===== src/rtl/intra_sched_pkg.sv =====
// intra_sched_pkg: shared state encoding, mode/preStage constants and prefetch-count helper
package intra_sched_pkg;

    typedef enum logic [1:0] {S_IDLE, S_PRE, S_MAIN} state_t;

    localparam logic [2:0] MIN_TU_LOG2 = 3'd2;
    localparam logic [2:0] MAX_TU_LOG2 = 3'd5;
    localparam logic [5:0] DC_MODE     = 6'd1;
    localparam logic [3:0] PRE_MAIN    = 4'd8;
    localparam logic [3:0] PRE_IDLE    = 4'd15;

    // Number of prefetch stages ahead of the main scan; DC needs none.
    function automatic logic [2:0] pre_count(input logic [2:0] size, input logic [5:0] m);
        return (m == DC_MODE) ? 3'd0 :
               (size == 3'd3 || size == 3'd4) ? 3'd1 :
               (size == 3'd5) ? 3'd4 : 3'd0;
    endfunction

endpackage


===== src/rtl/intra_stage_sched_if.sv =====
// intra_stage_sched_if: TU command handshake and stage outputs of the scheduler
interface intra_stage_sched_if;
    logic       tu_valid;
    logic       tu_ready;
    logic [2:0] tu_size;
    logic [5:0] tu_mode;
    logic       stage_valid;
    logic [3:0] preStage;
    logic [2:0] X;
    logic [2:0] Y;
    logic [2:0] tuSize;
    logic [5:0] mode;
    logic       tu_done;
    logic       cfg_err;

    modport master (
        output tu_valid, tu_size, tu_mode,
        input  tu_ready, stage_valid, preStage, X, Y, tuSize, mode, tu_done, cfg_err
    );

    modport slave (
        input  tu_valid, tu_size, tu_mode,
        output tu_ready, stage_valid, preStage, X, Y, tuSize, mode, tu_done, cfg_err
    );
endinterface


===== src/rtl/intra_blk_scan.sv =====
// intra_blk_scan: X-fastest block scan counter over an N x N grid, N = 1 << n_log
module intra_blk_scan (
    input  logic       clk,
    input  logic       arst,
    input  logic       clr,
    input  logic       en,
    input  logic [1:0] n_log,
    output logic [2:0] x,
    output logic [2:0] y,
    output logic       last
);
    logic [2:0] x_q, y_q, nm1;

    // Grid bound and final-position flag
    always_comb begin
        nm1  = 3'((4'd1 << n_log) - 4'd1);
        last = (x_q == nm1) && (y_q == nm1);
        x    = x_q;
        y    = y_q;
    end

    // Advance X, carry into Y, wrap both to zero after the final block
    always_ff @(posedge clk or posedge arst) begin
        if (arst) begin
            x_q <= '0;
            y_q <= '0;
        end else if (clr) begin
            x_q <= '0;
            y_q <= '0;
        end else if (en) begin
            x_q <= (x_q == nm1) ? 3'd0 : x_q + 3'd1;
            y_q <= (x_q != nm1) ? y_q : (y_q == nm1) ? 3'd0 : y_q + 3'd1;
        end
    end
endmodule


===== src/rtl/intra_stage_sched.sv =====
// intra_stage_sched: per-TU sequencer emitting prefetch stages then the X/Y block scan
module intra_stage_sched
    import intra_sched_pkg::*;
(
    input  logic                 clk,
    input  logic                 arst,
    input  logic                 bStop,
    intra_stage_sched_if.slave   bus
);
    state_t     state_q, state_d;
    logic [1:0] k_q, k_d;
    logic [2:0] tuSize_q;
    logic [5:0] mode_q;
    logic [2:0] p_cur, x_w, y_w;
    logic       accept, legal, consume, clr, en, last;

    intra_blk_scan u_scan (
        .clk   (clk),
        .arst  (arst),
        .clr   (clr),
        .en    (en),
        .n_log (2'(tuSize_q - MIN_TU_LOG2)),
        .x     (x_w),
        .y     (y_w),
        .last  (last)
    );

    // Handshake, next-state and stage outputs; nothing advances while bStop is high
    always_comb begin
        state_d         = state_q;
        k_d             = k_q;
        clr             = 1'b0;
        en              = 1'b0;
        p_cur           = pre_count(tuSize_q, mode_q);
        bus.tu_ready    = (state_q == S_IDLE) && !bStop;
        accept          = bus.tu_valid && bus.tu_ready;
        legal           = (bus.tu_size >= MIN_TU_LOG2) && (bus.tu_size <= MAX_TU_LOG2);
        consume         = (state_q != S_IDLE) && !bStop;
        if (state_q == S_IDLE && accept && legal) begin
            state_d = (pre_count(bus.tu_size, bus.tu_mode) != 3'd0) ? S_PRE : S_MAIN;
            k_d     = 2'd0;
            clr     = 1'b1;
        end
        if (state_q == S_PRE && consume) begin
            k_d     = k_q + 2'd1;
            state_d = ({1'b0, k_q} == p_cur - 3'd1) ? S_MAIN : S_PRE;
        end
        if (state_q == S_MAIN && consume) begin
            en      = 1'b1;
            state_d = last ? S_IDLE : S_MAIN;
        end
        bus.stage_valid = (state_q != S_IDLE);
        bus.preStage    = (state_q == S_IDLE) ? PRE_IDLE :
                          (state_q == S_PRE)  ? {2'b00, k_q} : PRE_MAIN;
        bus.tu_done     = (state_q == S_MAIN) && consume && last;
        bus.cfg_err     = accept && !legal;
        bus.X           = x_w;
        bus.Y           = y_w;
        bus.tuSize      = tuSize_q;
        bus.mode        = mode_q;
    end

    // State, prefetch index and latched TU command
    always_ff @(posedge clk or posedge arst) begin
        if (arst) begin
            state_q  <= S_IDLE;
            k_q      <= '0;
            tuSize_q <= '0;
            mode_q   <= '0;
        end else begin
            state_q <= state_d;
            k_q     <= k_d;
            if (accept) begin
                tuSize_q <= bus.tu_size;
                mode_q   <= bus.tu_mode;
            end
        end
    end
endmodule


===== src/flat_wrapper.sv =====
// flat-port wrapper written by rule: the top's interface ports become plain ports
module intra_stage_sched_flat import intra_sched_pkg::*;
  (clk, arst, bStop, bus_tu_valid, bus_tu_size, bus_tu_mode, bus_tu_ready, bus_stage_valid, bus_preStage, bus_X, bus_Y, bus_tuSize, bus_mode, bus_tu_done, bus_cfg_err);
  intra_stage_sched_if bus_i ();
  input  logic clk;
  input  logic arst;
  input  logic bStop;
  input wire logic [$bits(bus_i.tu_valid)-1:0] bus_tu_valid;
  input wire logic [$bits(bus_i.tu_size)-1:0] bus_tu_size;
  input wire logic [$bits(bus_i.tu_mode)-1:0] bus_tu_mode;
  output wire logic [$bits(bus_i.tu_ready)-1:0] bus_tu_ready;
  output wire logic [$bits(bus_i.stage_valid)-1:0] bus_stage_valid;
  output wire logic [$bits(bus_i.preStage)-1:0] bus_preStage;
  output wire logic [$bits(bus_i.X)-1:0] bus_X;
  output wire logic [$bits(bus_i.Y)-1:0] bus_Y;
  output wire logic [$bits(bus_i.tuSize)-1:0] bus_tuSize;
  output wire logic [$bits(bus_i.mode)-1:0] bus_mode;
  output wire logic [$bits(bus_i.tu_done)-1:0] bus_tu_done;
  output wire logic [$bits(bus_i.cfg_err)-1:0] bus_cfg_err;
  assign bus_i.tu_valid = bus_tu_valid;
  assign bus_i.tu_size = bus_tu_size;
  assign bus_i.tu_mode = bus_tu_mode;
  assign bus_tu_ready = bus_i.tu_ready;
  assign bus_stage_valid = bus_i.stage_valid;
  assign bus_preStage = bus_i.preStage;
  assign bus_X = bus_i.X;
  assign bus_Y = bus_i.Y;
  assign bus_tuSize = bus_i.tuSize;
  assign bus_mode = bus_i.mode;
  assign bus_tu_done = bus_i.tu_done;
  assign bus_cfg_err = bus_i.cfg_err;
  intra_stage_sched u_core (.clk(clk), .arst(arst), .bStop(bStop), .bus(bus_i));
endmodule

===== config.mk =====
export PLATFORM = sky130hd
export DESIGN_NAME = intra_stage_sched_flat
export DESIGN_NICKNAME = d
export VERILOG_FILES = /design/src/rtl/intra_sched_pkg.sv /design/src/rtl/intra_stage_sched_if.sv /design/src/rtl/intra_blk_scan.sv /design/src/rtl/intra_stage_sched.sv /design/src/flat_wrapper.sv
export SDC_FILE = /design/constraint.sdc
export NUM_CORES = 1
export LEC_CHECK = 0
export BUFFER_PORTS_ARGS = -buffer_cell sky130_fd_sc_hd__buf_2
export CORE_ASPECT_RATIO = 1.5
export CORE_MARGIN = 4
export CORE_UTILIZATION = 50
export DETAILED_ROUTE_END_ITERATION = 10
export HOLD_SLACK_MARGIN = 0.02
export PLACE_DENSITY = 0.85
export SLEW_MARGIN = 10
export SYNTH_ARGS = -nofsm -noshare
export SYNTH_HDL_FRONTEND = slang
export SYNTH_SLANG_ARGS = --single-unit

===== constraint.sdc =====
create_clock -name clk -period 2.2 [get_ports clk]
set_clock_uncertainty 0.15 [all_clocks]
set_input_delay 0.33 -clock clk [delete_from_list [all_inputs] [get_ports clk]]
set_output_delay 0.33 -clock clk [all_outputs]
set_load 0.01 [all_outputs]

# Word level (Yosys, flattened, before mapping)
# Index checks and enable logic that the tools add are counted.
# totals
reg_bits,19
output_inout_bits,23
# classes
n_addsub,6
magnitude_cmp,2
n_eq_ne,15
n_shift,1
mux,25
n_reduce_logical,22
# op_table
op,n
3-bit two-way mux,13
2-bit two-way mux,8
3-bit equality test (second input constant),4
6-bit by 1-bit equality test with 1-bit output (second input constant),2
1-bit logical AND,11
4-bit two-way mux,2
3-bit by 1-bit adder with 3-bit output (second input constant),2
3-bit by 2-bit equality test with 1-bit output (second input constant),2
3-bit equality test,2
2-bit nonzero test,3
3-bit nonzero test,2
3-bit by 1-bit subtractor with 3-bit output (second input constant),2
2-bit by 3-bit equality test with 1-bit output,1
3-bit by 2-bit >= comparator with 1-bit output (second input constant),1
3-bit less-or-equal comparator (second input constant),1
3-bit inequality test,1
1-bit by 2-bit left shift with 3-bit output (first input constant),1
2-bit by 1-bit adder with 2-bit output (second input constant),1
2-bit by 1-bit equality test with 1-bit output (second input constant),1
2-bit equality test (second input constant),1
1-bit logical NOT,2
2-bit logical NOT,1
1-bit logical OR,2
1-bit two-way mux,2
other kinds (3),3

# Longest topological paths before layout
# Gate-level depths: netlist of run 1.
# depth
depth_word,9
ltp_mapped,7
mapped_depth_nobuf,5

# Modules after synthesis
# From an unflattened synthesis of run 1, not the netlist that was laid out.
# hier_totals
hier_cells,118
area_unflattened_um2,1161.1
# modules_own_cells
module,n_inst,cells_each,area_each_um2
intra_stage_sched,1,69,725.7
intra_blk_scan,1,49,435.4

# Worst setup path before layout of run 1
# OpenSTA, ideal clock, no wires.
# synth_timing
kind,flip-flop to output port
from,"register u_core.u_scan.y_q[2], in the netlist u_core.u_scan.y[2]"
to,output port bus_tu_done
arrival_time_ns,1.434
required_ns,1.720
slack_ns,0.286
stages_incl_launch_ff,5
n_path_buf,0
path_cell_list,dfrtp_1 or3b_1 o22ai_1 nor2_1 nor3_1
# synth_via
elab_chain_len,3
# synth_lines
item,line_no,rtl
start: declaration,intra_blk_scan.sv:12,"logic [2:0] x_q, y_q, nm1;"
start signal: assignment,intra_blk_scan.sv:32,y_q <= (x_q != nm1) ? y_q : (y_q == nm1) ? 3'd0 : y_q + 3'd1;
3-bit equality test,intra_blk_scan.sv:17,last = (x_q == nm1) && (y_q == nm1);
1-bit logical AND,intra_blk_scan.sv:17,
1-bit logical AND,intra_stage_sched.sv:55,bus.tu_done = (state_q == S_MAIN) && consume && last;
end: declaration,flat_wrapper.sv:18,output wire logic [$bits(bus_i.tu_done)-1:0] bus_tu_done;
# Every way passes these cells.

# Worst setup path after layout of run 1
# Ends and elaborated chain as after synthesis.

==> impl_metrics.tcl, run 1 <==
set metrics [dict create \
    dieArea_um2 3120 \
    use_met1 0.222 \
    endpoint "bus_tu_done" \
    postSynthAreaPerCell_um2 9.91 \
    cp_cell_sequence "or3b_4 > o22ai_2 > nor2_1 > nor3_2 > buf_2" \
    required_ns 1.72 \
    total_leakage_power_nw 0.729 \
    clkLatencyLatePin_ns 0.29 \
    place.gp.congestion 0.824 \
    synth_cell_types 44 \
    synthesis.area_um2 1140 \
    reg2reg_depth 8 \
    synth_nets 130 \
    hold_slack_ns 0.124 \
    ys_seq_area_frac 0.417 \
    worst_slew_pin_slew_ns 0.751 \
    synth-main-ff-cell "dfrtp_1" \
    grt_max_degree 20 \
    rsz0062_at_grt "true" \
    via_count 1105 \
    r2r_slack_ns 0.19 \
    clk_pin_slew_ns 0.11 \
    syn-instance-count 115 \
    grt.met2_usage 0.384 \
    viasPerCell 5.91 \
    firstDrtPassIters 4 \
    synthArstFlopShare 1.00 \
    cpPeakStageDelay_ns 0.42 \
    cts_root_buf "clkbuf_4" \
    fmax_ghz 0.463 \
    start_util 0.542 \
    clockBufferDepth 2 \
    antenna_cells 0 \
    port_buffers 35 \
    drive_gt1_frac 0.467 \
    antenna_found_initial 0 \
    cts.sinks 19 \
    synth_top_cell_by_area "dfrtp_1" \
    status "finished, final reports clean" \
    synth_top_cells_by_count "dfrtp_1, nor2_1, mux2_2" \
    crit_fanout 2 \
    rr_endpoint "u_core.u_scan.y[0]$_DFFE_PP0P_" \
    drtAntennaViolNets 0 \
    maxSlewHeadroom 0.499 \
    finalNetCount 181 \
    endpoint_kind "primary output" \
    fin_util 0.707 \
    die_h_um 66.5 \
    grt_pass1_vias 1109 \
    design.core.area_um2 2100 \
    synth_seq_cells 19 \
    cp-startpoint "u_core.u_scan.y[2]$_DFFE_PP0P_" \
    worstReg2RegStart "u_core.bus.tuSize[1]$_DFFE_PP0P_" \
    cts_buffers 3 \
    h-tree-depth 1 \
    period_needed_ns 2.16 \
    overflow 0 \
    hpwl_um 2160 \
    rows 20 \
    ios 36 \
    synth_warnings 0 \
    synth-edff-count 0 \
    start_kind "flip-flop" \
    wl_um 3020 \
    fin_crit_sh 0.981 \
    wl_per_cell_um 16.1 \
    die_w_um 47.0 \
    vdd_drop_max_uv 847 \
    ys_top_cells_by_area "dfrtp_1, mux2_2, nor2_1" \
    grt_use_total 0.213 \
    grt_use_met3 0.0432 \
    synth_top_area_share 0.417 \
    power_w 0.00187 \
    finalSetupViolations 0 \
    p_per_area_nw_per_um2 1260 \
    grt_first_pass_wirelength_um 4830 \
    grt.busiest_layer "met2" \
    holdPathStages 2 \
    min_path_type "input port to flip-flop" \
    critPathArrivalTime_ns 1.68 \
    crit_type "flip-flop to primary output" \
    drc 0 \
    cap_violations 0 \
    drv_slew 0 \
    drt_iter0_drc 29 \
    slowest_stage "dfrtp_2" \
    finalHoldViolCount 0 \
    post-synth-top-count-cell "dfrtp_1" \
    cts_tree "done" \
    syn_to_final_growth_pct 30.4 \
]
[routing by layer]
| metal | vias to the layer above | share of wire |
|---|---|---|
| met5 | - | 0 |
| met4 | 0 | 0.014 |
| met3 | 4 | 0.064 |
| met2 | 43 | 0.57 |
| met1 | 538 | 0.36 |
| li1 | 520 | - |
[worst min-delay path by stage]
stage | startpoint | endpoint | slack (ns)
2_1_floorplan | arst | u_core.bus.mode[0]$_DFFE_PP0P_ | 0.13
3_3_place_gp | arst | u_core.u_scan.y[1]$_DFFE_PP0P_ | 0.31
3_5_place_dp | arst | u_core.bus.tuSize[0]$_DFFE_PP0P_ | 0.34
4_1_cts | bus_tu_mode[2] | u_core.bus.mode[2]$_DFFE_PP0P_ | 0.11
5_1_grt | bus_tu_mode[1] | u_core.bus.mode[1]$_DFFE_PP0P_ | 0.12
6_report | bus_tu_mode[2] | u_core.bus.mode[2]$_DFFE_PP0P_ | 0.12
[cell type report]
| class | count | area (um2) |
|---|---|---|
| Multi-Input combinational cell | 86 | 644 |
| Tap cell | 22 | 27.5 |
| Sequential cell | 19 | 480 |
| Clock buffer | 3 | 22.5 |
| Inverter | 6 | 22.5 |
| Fill cell | 174 | 616 |
| Timing Repair Buffer | 50 | 284 |
| Clock inverter | 1 | 5.00 |
[critical path, delay by kind of cell, from the launching register on]
kind / cells / cell delay (ns)
and+or+nand+nor: 3 / 0.67
buffers and inverters: 1 / 0.16
DFF: 1 / 0.42
AOI/OAI and AO/OA: 1 / 0.13
[report_power, final]
group          internal [W]  total, W  switching, W  leakage, nW
Combinational      0.000495  0.000984      0.000490        0.483
Clock             0.0000677  0.000177      0.000109       0.0177
Sequential         0.000503  0.000713      0.000211        0.228
Total               0.00106   0.00187      0.000810        0.729
[sequential cells by signal, summed over array words and instances (netlist names)]
register,count
u_core.k_q,2
u_core.u_scan.x,3
u_core.state_q,2
u_core.bus.tuSize,3
u_core.u_scan.y,3
u_core.bus.mode,6
[kinds of logic (layout without fill, tap and decap cells)]
| logic type | count (synthesis) | after routing | share of synthesized area |
|---|---|---|---|
| simple gates | 47 | 47 | 0.246 |
| compound gates | 25 | 25 | 0.164 |
| flops | 19 | 19 | 0.417 |
| buf+inv | 10 | 60 | 0.0395 |
| mux | 9 | 9 | 0.0889 |
| xor+xnor | 3 | 3 | 0.0231 |
| fa+ha+maj | 2 | 2 | 0.0220 |
[what timing repair did]
action	in CTS	in global routing
pin swaps	0	1
buffers inserted	2	8
endpoints found under the hold margin	19	0
endpoints found under the setup margin	1	2
gates resized for setup	4	5
hold buffers	1	0
[through the flow]
step	setup slack (ns)	area, um2	TNS, ns	cells
2_1_floorplan	0.286	1140	0	115
6_report	0.0414	1490	0	187
3_3_place_gp	0.254	1350	0	172
4_1_cts	0.00222	1410	0	179
3_5_place_dp	0.183	1350	0	172
5_1_grt	-0.0185	1490	-0.0185	187
[placed cells by master, fill, tap and decap left out, types with 2 or more instances in the layout]
cell / count
nor2b_1: 3
o31ai_1: 2
nand4_1: 3
nor2_1: 10
dfrtp_2: 4
ha_1: 2
or2_2: 2
inv_1: 6
and2b_1: 2
nand2_1: 6
clkbuf_4: 3
dfrtp_1: 15
buf_4: 12
a21oi_1: 6
xor2_1: 2
o21ai_0: 4
nor4b_1: 3
and2_1: 2
mux2_2: 9
nor3_1: 3
buf_2: 35
Note: power is estimated with default switching activity, not from simulation.
==> run 2: changes to the inputs <==
--- a/config.mk
+++ b/config.mk
@@ -12,6 +12,7 @@
 export DETAILED_ROUTE_END_ITERATION = 10
 export HOLD_SLACK_MARGIN = 0.02
 export PLACE_DENSITY = 0.85
+export REMOVE_ABC_BUFFERS = 1
 export SLEW_MARGIN = 10
 export SYNTH_ARGS = -nofsm -noshare
 export SYNTH_HDL_FRONTEND = slang
==> impl_metrics.tcl, run 2 (synthesis gave the netlist of run 1 again) <==
set metrics [dict create \
    clk_pin_slew_ns 0.10 \
    holdPathStages 2 \
    tns_ns -0.0269 \
    drtAntennaViolNets 0 \
    dieArea_um2 3120 \
    critPathArrivalTime_ns 1.75 \
    port_buffers 35 \
    layout_commonest_cell "buf_2" \
    ios 36 \
    cts.sinks 19 \
    start_kind "flip-flop" \
    period_needed_ns 2.23 \
    cts_buffers 3 \
    firstDrtPassIters 4 \
    clockBufferDepth 2 \
    grt_first_pass_wirelength_um 4660 \
    maxSlewHeadroom 0.517 \
    wl_per_cell_um 16.1 \
    path_buf_inv 1 \
    violations "setup timing" \
    cpPeakStageDelay_ns 0.44 \
    critical_path.top_delay_family "simple AND/OR/NAND/NOR gates" \
    layoutNonFillerInstCount 182 \
    fmax_ghz 0.449 \
    crit_type "flip-flop to primary output" \
    grt_use_total 0.207 \
    finalHoldViolCount 0 \
    fin_crit_sh 1.01 \
    drt_iter0_drc 18 \
    hold_slack_ns 0.126 \
    crit_fanout 6 \
    required_ns 1.72 \
    use_met1 0.224 \
    die_w_um 47.0 \
    hpwl_um 2130 \
    vdd_drop_max_uv 736 \
    cap_violations 0 \
    overflow 0 \
    place.gp.congestion 0.817 \
    slowest_stage "dfrtp_1" \
    drive_gt1_frac 0.450 \
    worstSetupPathDepth 5 \
    grt_max_degree 20 \
    reg2reg_depth 5 \
    total_leakage_power_nw 0.703 \
    wl_um 2930 \
    viasPerCell 5.92 \
    min_path_type "input port to flip-flop" \
    largest_register_ffs 6 \
    antenna_cells 0 \
    finalSetupViolations 1 \
    endpoint_kind "primary output" \
    drc 0 \
    start_util 0.542 \
    drv_slew 0 \
    layout_common_cells "buf_2, dfrtp_1, nor2_1" \
    cp_cell_sequence "or3b_4 > o22ai_4 > nor2_2 > nor3_2 > buf_2" \
    p_per_area_nw_per_um2 1270 \
    via_count 1077 \
    clkLatencyLatePin_ns 0.29 \
    rsz0062_at_grt "true" \
    cts_tree "done" \
    dp.cells 170 \
    grt.met2_usage 0.361 \
    antenna_found_initial 0 \
    die_h_um 66.5 \
    grt_pass1_vias 1071 \
    rows 20 \
    worst_slack_ns -0.0269 \
    status "finished with violations" \
    design.core.area_um2 2100 \
    grt.busiest_layer "met2" \
    syn_to_final_growth_pct 27.4 \
    finalNetCount 176 \
    cts_root_buf "clkbuf_4" \
    h-tree-depth 1 \
    grt_use_met3 0.0405 \
    worst_slew_pin_slew_ns 0.723 \
]
run 2: cell types whose count changed in the layout (fill, tap and decap cells not counted), sizes merged:
cell    delta
buf        -4
clkinv     -1
run 2: what timing repair did:
item / 4_1_cts / 5_1_grt
hold buffers: 1 / 0
pin swaps: 0 / 2
gates resized for setup: 6 / 3
endpoints found under the hold margin: 19 / 0
buffers inserted: 2 / 5
endpoints found under the setup margin: 1 / 2
run 2: final cells by class:
class                   count  area [um2]
repair buffers             45         253
flip-flops and latches     19         479
inverters                   6        22.5
multi-input cells          86         644
clock buffers               4        26.3
fillers                   175         649
well taps                  22        27.5
run 2: power by group:
part           switching, W  internal (W)
Clock             0.0000998     0.0000707
Combinational      0.000480      0.000486
Sequential         0.000210      0.000503
run 2: per-layer routing:
layer  up-vias  part of all wire
li1        510                 -
met1       518              0.37
met2        41              0.54
met3         8             0.059
met4         0             0.024
met5         -                 0
run 2: path summary, 6_finish.rpt:
| check | start | end | slack (ns) |
|---|---|---|---|
| min reg2reg | u_core.bus.mode[0]$_DFFE_PP0P_ | u_core.bus.mode[0]$_DFFE_PP0P_ | 0.40 |
| max | u_core.u_scan.y[1]$_DFFE_PP0P_ | bus_tu_done | -0.03 |
| min | bus_tu_mode[0] | u_core.bus.mode[0]$_DFFE_PP0P_ | 0.13 |
| max reg2reg | u_core.state_q[1]$_DFFE_PP0P_ | u_core.k_q[1]$_DFFE_PP0P_ | 0.32 |
| min in group asynchronous | arst | u_core.u_scan.x[1]$_DFFE_PP0P_ | 0.54 |
| max in group asynchronous | arst | u_core.bus.tuSize[1]$_DFFE_PP0P_ | 0.86 |
run 2: worst reg2reg max path: stages, from the launching register on:
cell and delay [ns]:
dfrtp_1 0.51, nor4b_2 0.48, and2_1 0.22, nor2b_1 0.07
o21ai_0 0.21, o31ai_1 0.12
run 2: through the flow:
stage / util / area (um2) / total power (W) / worst slack [ns]
after global placement: 0.635 / 1340 / 0.00151 / 0.265
after floorplan: - / 1120 / 0.00123 / 0.0591
after CTS: 0.667 / 1400 / 0.00176 / 0.000858
after detailed placement: 0.635 / 1340 / 0.00155 / 0.119
final: 0.691 / 1450 / 0.00185 / -0.0269
after global routing: 0.691 / 1450 / 0.00200 / -0.101
